### config.mk
export PLATFORM = sky130hd
export DESIGN_NAME = axis_uart_bridge_scheduler
export DESIGN_NICKNAME = d
export VERILOG_FILES = /design/src/rtl/axis_uart_bridge_pkg.sv /design/src/rtl/axis_uart_bridge_scheduler_rr_arbiter.sv /design/src/rtl/axis_uart_bridge_scheduler.sv
export SDC_FILE = /design/constraint.sdc
export NUM_CORES = 1
export LEC_CHECK = 0
export ABC_AREA = 1
export CORE_AREA = 5 5 714 716
export CTS_CLUSTER_DIAMETER = 120
export CTS_CLUSTER_SIZE = 12
export DETAILED_ROUTE_END_ITERATION = 8
export DIE_AREA = 0 0 719 721
export GPL_TIMING_DRIVEN = 1
export PLACE_DENSITY_LB_ADDON = 0.2
export SYNTH_ARGS = -nofsm -noshare
export SYNTH_HDL_FRONTEND = slang
export SYNTH_SLANG_ARGS = --single-unit
### constraint.sdc
create_clock -name clk -period 15.3 [get_ports clk]
set_input_delay 3.825 -clock clk [delete_from_list [all_inputs] [get_ports clk]]
set_output_delay 3.825 -clock clk [all_outputs]
set_load 0.02 [all_outputs]
### src/rtl/axis_uart_bridge_pkg.sv
// Shared definitions for the axis_uart_bridge transaction scheduler.
//   sched_state_t : scheduler FSM states
//   timer_width() : width of a counter that can reach `cycles` without wrapping
package axis_uart_bridge_pkg;

  typedef enum logic [1:0] {
    IDLE     = 2'd0,
    SEND     = 2'd1,
    WAIT_RSP = 2'd2,
    DELIVER  = 2'd3
  } sched_state_t;

  function automatic int timer_width(input int cycles);
    return (cycles < 1) ? 1 : $clog2(cycles + 1);
  endfunction

endpackage

### src/rtl/axis_uart_bridge_scheduler_rr_arbiter.sv
// Combinational round-robin picker.
//   req        : request vector, one bit per requester
//   last_grant : index granted most recently; search starts just above it
//   idx        : first requesting index found, wrapping modulo N_REQ
//   any_req    : at least one request bit set (idx is meaningful only then)
module rr_arbiter #(
  parameter int N_REQ = 4
) (
  input  logic [N_REQ-1:0]         req,
  input  logic [$clog2(N_REQ)-1:0] last_grant,
  output logic [$clog2(N_REQ)-1:0] idx,
  output logic                     any_req
);

  localparam int GW = $clog2(N_REQ);

  // Walk from the farthest candidate to the nearest so the nearest
  // requester after last_grant is the one that sticks.
  always_comb begin
    idx     = '0;
    any_req = 1'b0;
    for (int k = N_REQ; k >= 1; k--) begin
      if (req[GW'((int'(last_grant) + k) % N_REQ)]) begin
        idx     = GW'((int'(last_grant) + k) % N_REQ);
        any_req = 1'b1;
      end
    end
  end

endmodule

### src/rtl/axis_uart_bridge_scheduler.sv
// Shares one axis_uart_bridge between N_REQ local command masters.
// One request word is granted at a time (round robin), forwarded to the
// bridge TX input, and the single response word from the bridge RX output
// is routed back to the granted requester. A timer bounds the wait.
//
// Ports:
//   clk, reset                    : clock, asynchronous active-high reset
//   REQ_TDATA/TVALID/TREADY       : per-requester request streams (slice i = requester i)
//   RSP_TDATA                     : shared response word
//   RSP_TVALID/TREADY             : per-requester response handshake (valid is one-hot)
//   M_AXIS_*                      : request word toward the bridge
//   S_AXIS_*                      : response word from the bridge
//   grant_id                      : current / last granted requester
//   busy                          : FSM not idle
//   timeout_pulse                 : one cycle, response wait abandoned
//   stray_pulse                   : one cycle, unsolicited response word dropped
module axis_uart_bridge_scheduler
  import axis_uart_bridge_pkg::*;
#(
  parameter int N_BYTES        = 32,
  parameter int N_REQ          = 4,
  parameter int TIMEOUT_CYCLES = 1000000
) (
  input  logic                       clk,
  input  logic                       reset,
  input  logic [N_REQ*N_BYTES*8-1:0] REQ_TDATA,
  input  logic [N_REQ-1:0]           REQ_TVALID,
  output logic [N_REQ-1:0]           REQ_TREADY,
  output logic [N_BYTES*8-1:0]       RSP_TDATA,
  output logic [N_REQ-1:0]           RSP_TVALID,
  input  logic [N_REQ-1:0]           RSP_TREADY,
  output logic [N_BYTES*8-1:0]       M_AXIS_TDATA,
  output logic                       M_AXIS_TVALID,
  input  logic                       M_AXIS_TREADY,
  input  logic [N_BYTES*8-1:0]       S_AXIS_TDATA,
  input  logic                       S_AXIS_TVALID,
  output logic                       S_AXIS_TREADY,
  output logic [$clog2(N_REQ)-1:0]   grant_id,
  output logic                       busy,
  output logic                       timeout_pulse,
  output logic                       stray_pulse
);

  localparam int W  = N_BYTES * 8;
  localparam int GW = $clog2(N_REQ);
  localparam int TW = timer_width(TIMEOUT_CYCLES);
  localparam logic [TW-1:0] TIMER_LAST = TW'(TIMEOUT_CYCLES - 1);
  localparam logic [TW-1:0] TIMER_MAX  = '1;

  sched_state_t      state, next_state;
  logic [GW-1:0]     last_grant;
  logic [GW-1:0]     pick;
  logic              any_req;
  logic [TW-1:0]     timer;
  logic [W-1:0]      req_words [N_REQ];

  logic              gnt_valid;
  logic              send_hs;
  logic              rsp_hs;
  logic              timer_hit;
  logic [N_REQ-1:0]  gnt_onehot;

  for (genvar i = 0; i < N_REQ; i++) begin : g_unpack
    assign req_words[i] = REQ_TDATA[i*W +: W];
  end

  rr_arbiter #(
    .N_REQ(N_REQ)
  ) u_arb (
    .req        (REQ_TVALID),
    .last_grant (last_grant),
    .idx        (pick),
    .any_req    (any_req)
  );

  assign gnt_valid  = REQ_TVALID[grant_id];
  assign send_hs    = (state == SEND) && gnt_valid && M_AXIS_TREADY;
  assign rsp_hs     = S_AXIS_TVALID && S_AXIS_TREADY;
  assign timer_hit  = (timer == TIMER_LAST);
  assign gnt_onehot = {{(N_REQ-1){1'b0}}, 1'b1} << grant_id;
  assign busy       = (state != IDLE);

  // State register
  always_ff @(posedge clk or posedge reset) begin
    if (reset) state <= IDLE;
    else       state <= next_state;
  end

  // Next-state logic
  always_comb begin
    next_state = state;
    unique case (state)
      IDLE:     if (any_req) next_state = SEND;
      SEND: begin
        if (send_hs)         next_state = WAIT_RSP;
        else if (!gnt_valid) next_state = IDLE;  // requester withdrew: no transfer
      end
      WAIT_RSP: begin
        // A response on the timeout cycle still wins.
        if (S_AXIS_TVALID)   next_state = DELIVER;
        else if (timer_hit)  next_state = IDLE;
      end
      DELIVER:  if (RSP_TREADY[grant_id]) next_state = IDLE;
      default:  next_state = IDLE;
    endcase
  end

  // Combinational outputs
  always_comb begin
    M_AXIS_TVALID = 1'b0;
    M_AXIS_TDATA  = '0;
    REQ_TREADY    = '0;
    S_AXIS_TREADY = 1'b0;
    unique case (state)
      IDLE: S_AXIS_TREADY = 1'b1;
      SEND: begin
        M_AXIS_TVALID        = gnt_valid;
        M_AXIS_TDATA         = req_words[grant_id];
        REQ_TREADY[grant_id] = M_AXIS_TREADY;
        S_AXIS_TREADY        = 1'b1;
      end
      WAIT_RSP: S_AXIS_TREADY = 1'b1;
      // DELIVER keeps the bridge stalled so its RX queue holds extra words.
      default:  S_AXIS_TREADY = 1'b0;
    endcase
    // Keep the bridge stalled while reset is held.
    if (reset) S_AXIS_TREADY = 1'b0;
  end

  // Grant bookkeeping, timer, response capture and status pulses
  always_ff @(posedge clk or posedge reset) begin
    if (reset) begin
      grant_id      <= '0;
      last_grant    <= GW'(N_REQ - 1);
      timer         <= '0;
      RSP_TDATA     <= '0;
      RSP_TVALID    <= '0;
      timeout_pulse <= 1'b0;
      stray_pulse   <= 1'b0;
    end else begin
      timeout_pulse <= 1'b0;
      stray_pulse   <= 1'b0;

      if (state == IDLE && any_req) begin
        grant_id   <= pick;
        last_grant <= pick;
      end

      if (send_hs) begin
        timer <= '0;
      end else if (state == WAIT_RSP && timer != TIMER_MAX) begin
        timer <= timer + 1'b1;
      end

      if (state == WAIT_RSP && rsp_hs) begin
        RSP_TDATA  <= S_AXIS_TDATA;
        RSP_TVALID <= gnt_onehot;
      end else if (state == DELIVER && RSP_TREADY[grant_id]) begin
        RSP_TVALID <= '0;
      end

      if (state == WAIT_RSP && !S_AXIS_TVALID && timer_hit) timeout_pulse <= 1'b1;

      if ((state == IDLE || state == SEND) && rsp_hs) stray_pulse <= 1'b1;
    end
  end

endmodule
==> metrics.txt, run 1 <==
outcome finished clean; Synth Register Bits 288; cells resized by post-CTS repair 0; initial drt markers 2,035; drt total wl 430,500 um; CTS sink cnt 288; initial antenna violation count 493; IO Port Bufs 1,818; relative slew slack 0.1664; Setup TNS Final 0 ns; crit share post-route 0.6732; Routed WL per cell 38.82 um; root buffer cell clkbuf_16; Die Area 518,400 um2; vias in the first global route 29,610; CP required 11.48 ns; Synthesis Warnings 0; Crit Path Category input port to output port; leakage power 0.01553 uW; PD cells 195.9 nW/um2; Mapped Area 17,870 um2; Placeable Area 503,200 um2; EDFF count, synth 0; final slew viol count 0; crit-path max FO 1; Final GP Congestion 0.9374; Area Overhead vs Synth 153.0%; Tot GR Track Use 0.1590; FFs w/ async S/R, synth 1.000; Antenna Nets Post-Route 0; Non-Filler Instances 11,090; CTS tree done; first-pass GRT wire length 502,700 um; WP data arrival 6.48 ns; total number of vias 29,570; count of different cell masters after synthesis 29; CP Capture Type output port; DR pass1 iterations 5; dpl cells 10,960; Rows 261; layout cells sized above 1 0.02888; width of the chip 719 um; synthesized area per cell 6.916 um2; Slew @ Worst Pin 1.250 ns; Hold-fix buffers, CTS 0; dpl hpwl 389,700 um; Setup Skew 0.01716 ns; initial cell density of the core 0.03551; Design Area, Final 45,210 um2; Die Y 721 um; DRC 0; total grt overflow 0; H-tree Lvls 1; Via density 2.666; RSZ-0062 raised after global routing no; Clock Latency Late Sink 0.68 ns; achievable frequency 97.08 MHz; largest net degree at the start of global routing 105; max_cap viols 0; CTS clock-pin slew for the worst setup and hold paths 0.08 ns; Worst IR Drop VDD 0.1304 mV; Tmin final 10.30 ns; Synth top area share 0.4005; Num CTS Buffers 31; Placed Area 44,040 um2; crit start category input port; largest cells by area after synthesis dfrtp_1, nand2_1, a22oi_1; net count after synthesis 3,877; sequential share of the synthesized area 0.4034; area leader, netlist dfrtp_1; io pins 1,819; Final setup viols 0; cell count after synthesis 2,584; final core occ 0.08983; nets 5,577; setup bufs post-CTS 0; Most used DFF post-synth dfrtp_1; Hold Crit Class register to register; deepest clock path buffer count 3; final hold vios 0
-- flip-flops by register name (all words and copies together) (netlist names) --
| signal | flops |
|---|---|
| grant_id | 2 |
| RSP_TVALID | 4 |
| timer | 20 |
| last_grant | 2 |
| RSP_TDATA | 256 |
| timeout_pulse | 1 |
| stray_pulse | 1 |
| state | 2 |
-- worst paths after layout --
check	start	to	cells past startpoint	slack [ns]
max in group asynchronous	reset	RSP_TDATA[219]$_DFFE_PP0P_	4	9.12
worst max register to register	state[1]$_DFFE_PP0P_	RSP_TDATA[30]$_DFFE_PP0P_	9	11.07
worst min register to register	RSP_TDATA[87]$_DFFE_PP0P_	RSP_TDATA[87]$_DFFE_PP0P_	2	0.47
worst max-delay path	REQ_TDATA[882]	M_AXIS_TDATA[114]	5	5.00
min in group asynchronous	reset	RSP_TDATA[75]$_DFFE_PP0P_	2	3.91
worst min-delay path	RSP_TDATA[87]$_DFFE_PP0P_	RSP_TDATA[87]$_DFFE_PP0P_	2	0.47
-- worst max-delay path: stages --
cell,delay (ns)
clkdlybuf4s50_1,0.75
nand2_1,0.27
a31oi_1,0.70
buf_4,0.28
clkdlybuf4s50_1,0.62
-- cells in the mapped netlist (5+ instances only) --
cell,n
buf_1,5
nor2_1,51
xor2_1,10
inv_1,36
clkbuf_1,58
o21ai_0,7
nand2_1,1408
dfrtp_1,286
nand3_1,31
a22oi_1,257
nor2_2,6
buf_2,113
o21ai_1,7
a31oi_1,256
buf_4,24
-- where the power goes --
group / total, uW / internal, uW / leakage, uW / switching, uW
clock: 831 / 418 / 0.000458 / 413
sequential: 1380 / 1130 / 0.00366 / 260
combinational: 6640 / 2020 / 0.0114 / 4620
total: 8850 / 3560 / 0.0155 / 5290
-- layout make-up --
cell class | count | area, um2
Antenna cell | 92 | 230.2
Clock buffer | 33 | 783.3
Clock inverter | 9 | 153.9
Fill cell | 58840 | 458000
Inverter | 40 | 182.7
Multi-Input combinational cell | 2055 | 9582
Sequential cell | 288 | 7209
Tap cell | 6706 | 8391
Timing Repair Buffer | 1868 | 18680
-- routing by layer --
layer  up-vias  share of wire  GRT usage  routed length [um]
met1     14450           0.40     0.1858              172500
li1      12180              -          -                   -
met2      1968           0.47     0.2671              200900
met5         -         0.0039          0                1697
met4       258          0.017    0.01803                7140
met3       721           0.11    0.08004               48320
-- cells by family after synthesis --
kind of cell,synth area share
adder cells (fa/ha/maj),0.0007000
flip-flops,0.4034
buffers and inverters,0.06413
AO/OA/AOI/OAI,0.2026
XOR/XNOR,0.006861
AND/OR/NAND/NOR,0.3223
-- placed cells by master (no fill, tap or decap), types with 2 or more instances in the layout --
cell | Yosys | routed
o21ai_1 | 7 | 7
xnor2_1 | 4 | 4
nor2_1 | 51 | 50
nand3_1 | 31 | 31
buf_12 | 0 | 8
a31oi_1 | 256 | 249
nand4_1 | 4 | 4
clkbuf_1 | 58 | 2
a31oi_2 | 0 | 7
nor2_2 | 6 | 3
buf_2 | 113 | 2
buf_4 | 24 | 41
o21ai_0 | 7 | 7
nor2_4 | 1 | 5
clkbuf_16 | 0 | 31
nand2_1 | 1408 | 1408
inv_8 | 0 | 6
buf_6 | 1 | 4
diode_2 | 0 | 92
nand2_2 | 2 | 2
dfstp_2 | 2 | 2
clkdlybuf4s50_1 | 0 | 1812
a22oi_1 | 257 | 257
dfrtp_1 | 286 | 286
or2_2 | 3 | 3
inv_1 | 36 | 35
a21oi_1 | 4 | 4
xor2_1 | 10 | 10
bufinv_16 | 0 | 3
-- through the flow --
step,setup slack [ns],hold slack [ns],power (uW)
finish,4.999,0.4739,8854
global route,4.647,0.4990,9312
CTS,4.521,0.4807,9246
detailed placement,4.544,0.4601,8307
global placement,4.092,0.4629,8344
floorplan,3.511,0.4624,3632
No activity file was read; power rests on OpenSTA's default activity.
==> run 2, diff against run 1 <==
Clock period 15.3 ns to 10.4 ns, I/O delays scaled along.
==> metrics.txt, run 2 (synthesized netlist as in run 1, its figures left out) <==
Slowest cell on crit path dfrtp_1; Antenna Nets Post-Route 0; outcome finished clean; reg2reg path depth 10; Crit path largest cell delay 0.91 ns; total power 12,960 uW; CP Capture Type output port; relative slew slack 0.1190; Die Y 721 um; Num CTS Buffers 31; WP data arrival 5.64 ns; initial cell density of the core 0.03551; final slew viol count 0; Area Overhead vs Synth 154.4%; drt total wl 428,700 um; cells resized by post-CTS repair 0; leakage power 0.01559 uW; max layer used met5; CP required 7.80 ns; Routed WL per cell 38.51 um; Largest Register RSP_TDATA; Largest register FFs 256; first-pass GRT wire length 500,300 um; Metal-1 WL 178,800 um; max_cap viols 0; final core occ 0.09035; H-tree Lvls 1; Tmin final 8.242 ns; vias in the first global route 29,480; IO Port Bufs 1,818; final hold vios 0; dpl hpwl 388,400 um; layout cells sized above 1 0.03576; Via density 2.631; Crit path max-delay family buffers and inverters; Final setup viols 0; largest net degree at the start of global routing 130; io pins 1,819; achievable frequency 121.3 MHz; Rows 261; total number of vias 29,290; cell mode on critical path nand2_1; DR pass1 iterations 5; nets 5,591; met3 WL 36,490 um; root buffer cell clkbuf_16; hold_sp RSP_TDATA[123]$_DFFE_PP0P_; Setup TNS Final 0 ns; Die Area 518,400 um2; crit start category register; CTS sink cnt 288; setup bufs post-CTS 0; setup ws final 2.158 ns; DRC 0; Hold-fix buffers, CTS 0; crit path buf inv count 3; met2 routed WL 202,400 um; Worst IR Drop VDD 0.1271 mV; CTS clock-pin slew for the worst setup and hold paths 0.08 ns; crit-path max FO 36; worst r2r dst timer[17]$_DFFE_PP0P_; internal reg-to-reg setup slack 5.89 ns; Crit Path Category register to output port; total grt overflow 0; reg2reg start grant_id[0]$_DFFE_PP0P_; Final GP Congestion 0.9436; crit share post-route 0.7925; Tot GR Track Use 0.1582; width of the chip 719 um; RSZ-0062 raised after global routing no; commonest cells after routing, fill and taps aside clkdlybuf4s50_1, nand2_1, dfrtp_1, a22oi_1, a31oi_1; Hold Path Depth 2; Clock Latency Late Sink 0.68 ns; leading cell type in the layout, fill and taps excluded clkdlybuf4s50_1; Placeable Area 503,200 um2; initial antenna violation count 419; Slew @ Worst Pin 1.315 ns; Setup Skew 0.02128 ns; Fill cells 58,860; PD cells 285.0 nW/um2; dpl ws 2.149 ns; deepest clock path buffer count 3; Critical Path, Cell by Cell nand2_1 -> inv_8 -> buf_4 -> nand2_1 -> a31oi_1 -> clkdlybuf4s50_1; initial drt markers 2,060; CTS tree done; Min-Delay Endpoint RSP_TDATA[123]$_DFFE_PP0P_; Hold Crit Class register to register; biggest regs RSP_TDATA x256, timer x20, RSP_TVALID x4
[run 2: changes by cell type in the layout (fill, tap and decap cells not counted), moves of 3 or more]
cell             previous run  this run
diode_2                    92       119
clkdlybuf4s50_1          1812      1809
a31oi_4                     0         3
a31oi_1                   249       236
buf_6                       4         0
buf_8                       1         4
a31oi_2                     7        17
buf_4                      41        60
[run 2: routing by layer]
| layer | vias to the layer above | GRT usage |
|---|---|---|
| li1 | 12240 | - |
| met2 | 1785 | 0.2686 |
| met1 | 14470 | 0.1924 |
| met3 | 605 | 0.05760 |
| met4 | 180 | 0.02724 |
| met5 | - | 0 |
[run 2: worst reg2reg max path: stages, from the launching register on]
cell	delay [ns]
dfrtp_1	0.91
nand2_1	0.73
inv_8	0.59
buf_4	0.58
nand2_1	0.20
nand4_1	0.18
nand2_1	0.40
nand2_4	0.40
inv_4	0.20
nand2_1	0.10
o21ai_0	0.08
[run 2: final cells by class]
class	count	area, um2	area share
multi-input combinational	2055	9694	0.2132
tap	6706	8391	0.1846
clock buffer	34	797.0	0.01753
sequential	288	7209	0.1586
timing repair buffer	1882	18800	0.4135
antenna	119	297.8	0.006550
clock inverter	7	98.84	0.002174
inverter	40	178.9	0.003935
[run 2: worst max path at each step]
| stage | from | endpoint | cells after the start |
|---|---|---|---|
| 3_5_place_dp | REQ_TDATA[534] | M_AXIS_TDATA[22] | 4 |
| 4_1_cts | grant_id[0]$_DFFE_PP0P_ | M_AXIS_TDATA[217] | 6 |
| 2_1_floorplan | reset | stray_pulse$_DFF_PP0_ | 3 |
| 5_1_grt | grant_id[0]$_DFFE_PP0P_ | M_AXIS_TDATA[222] | 6 |
| 6_report | grant_id[0]$_DFFE_PP0P_ | M_AXIS_TDATA[5] | 6 |
| 3_3_place_gp | REQ_TDATA[308] | M_AXIS_TDATA[52] | 4 |
[run 2: power by group]
part           total, uW  internal, uW  switching (uW)
Sequential          2090          1650             435
Clock               1170           572             595
Combinational       9700          3010            6690
[run 2: per-stage QoR]
stage	hold slack [ns]	instances	instance area, um2
finish	0.4752	11130	45460
global route	0.4950	11040	45250
CTS	0.4800	11010	45170
detailed placement	0.4601	10970	44270
global placement	0.4573	10970	44190
floorplan	0.4624	2584	17870
==> run 3, diff against run 2 <==
Clock period 10.4 ns to 8.4 ns, I/O delays scaled along.
==> metrics.txt, run 3 (synthesized netlist as in run 1, its figures left out) <==
Tmin final 7.452 ns; Routed WL per cell 38.47 um; width of the chip 719 um; deepest clock path buffer count 3; Final GP Congestion 0.9968; initial drt markers 2,039; Slew @ Worst Pin 1.435 ns; Area Overhead vs Synth 154.2%; leakage power 0.01568 uW; crit share post-route 0.8872; io pins 1,819; root buffer cell clkbuf_16; PD cells 355.9 nW/um2; Final setup viols 0; final slew viol count 0; Placeable Area 503,200 um2; CTS tree done; Design Area, Final 45,430 um2; Worst IR Drop VDD 0.1673 mV; Largest Register RSP_TDATA; Rows 261; Tot GR Track Use 0.1575; Setup Skew 0.05033 ns; largest net degree at the start of global routing 147; internal reg-to-reg setup slack 4.20 ns; total number of vias 29,490; dpl cells 10,980; Largest register FFs 256; crit-path max FO 45; dpl hpwl 385,200 um; setup bufs post-CTS 0; Placed Area 44,340 um2; outcome finished clean; Die Y 721 um; Fill cells 58,830; initial antenna violation count 377; leading cell type in the layout, fill and taps excluded clkdlybuf4s50_1; CP required 6.30 ns; Hold Crit Class register to register; biggest regs RSP_TDATA x256, timer x20, RSP_TVALID x4; Num CTS Buffers 31; total grt overflow 0; relative slew slack 0.04302; achievable frequency 134.2 MHz; RSZ-0062 raised after global routing no; Setup TNS Final 0 ns; WP data arrival 5.35 ns; crit start category register; Antenna Nets Post-Route 0; DR pass1 iterations 5; commonest cells after routing, fill and taps aside clkdlybuf4s50_1, nand2_1, dfrtp_1, a22oi_1, a31oi_1; DRC 0; IO Port Bufs 1,818; layout cells sized above 1 0.03544; cells resized by post-CTS repair 0; Via density 2.657; final hold vios 0; vias in the first global route 29,760; initial cell density of the core 0.03551; nets 5,601; drt total wl 426,900 um; Die Area 518,400 um2; CP Capture Type output port; CTS clock-pin slew for the worst setup and hold paths 0.08 ns; H-tree Lvls 1; Crit Path Category register to output port; CTS sink cnt 288; Non-Filler Instances 11,100; Hold-fix buffers, CTS 0; Clock Latency Late Sink 0.71 ns; first-pass GRT wire length 499,400 um; total power 16,170 uW; max_cap viols 0
-- run 3: cell count changes in the layout (fill, tap and decap cells not counted), moves of 3 or more --
cell / delta
a31oi_1: +12
buf_12: +8
a31oi_2: -11
inv_6: +3
diode_2: -44
buf_4: +5
-- run 3: metal layers --
layer  vias to the layer above  wire (um)  GRT usage
li1                      12220          -          -
met1                     14620     179600     0.1953
met2                      1884     201300     0.2660
met3                       592      36970    0.05568
met4                       184       7877    0.02311
met5                         -       1181          0
-- run 3: layout make-up --
cell class	instances	area, um2	area share
repair buffers	1892	18960	0.4172
multi-input cells	2055	9605	0.2114
well taps	6706	8391	0.1847
flip-flops and latches	288	7209	0.1587
clock buffers	35	810.8	0.01784
diodes	75	187.7	0.004131
inverters	40	178.9	0.003938
clock inverters	7	96.34	0.002120
-- run 3: critical path, stage by stage (launching register included) --
cell	delay, ns
dfrtp_1	0.98
nand2_1	0.61
inv_8	0.69
buf_4	0.54
nand2_1	0.24
a31oi_1	0.56
clkdlybuf4s50_1	0.92
-- run 3: per-stage QoR --
step / utilization / setup WS (ns) / hold WS (ns)
5_1_grt: 0.09004 / 0.3048 / 0.4933
4_1_cts: 0.08991 / 0.1386 / 0.4763
3_5_place_dp: 0.08811 / 0.9157 / 0.4597
2_1_floorplan: - / 1.914 / 0.4624
6_report: 0.09029 / 0.9477 / 0.4722
3_3_place_gp: 0.08801 / 0.7970 / 0.4596
-- run 3: worst paths after layout --
path                            cells after the start                         end                  startpoint
min in group asynchronous                           2        timer[6]$_DFFE_PP0P_                       reset
worst min register to register                      2  RSP_TDATA[129]$_DFFE_PP0P_  RSP_TDATA[129]$_DFFE_PP0P_
worst max-delay path                                6           M_AXIS_TDATA[135]     grant_id[1]$_DFFE_PP0P_
worst max register to register                     10       timer[19]$_DFFE_PP0P_     grant_id[1]$_DFFE_PP0P_
max in group asynchronous                           3   RSP_TDATA[49]$_DFFE_PP0P_                       reset
worst min-delay path                                2  RSP_TDATA[129]$_DFFE_PP0P_  RSP_TDATA[129]$_DFFE_PP0P_
-- run 3: where the power goes --
part / switching (uW) / internal, uW / leakage, uW
combinational: 8320 / 3780 / 0.0116
clock: 762 / 718 / 0.000447
sequential: 549 / 2050 / 0.00366
total: 9630 / 6540 / 0.0157
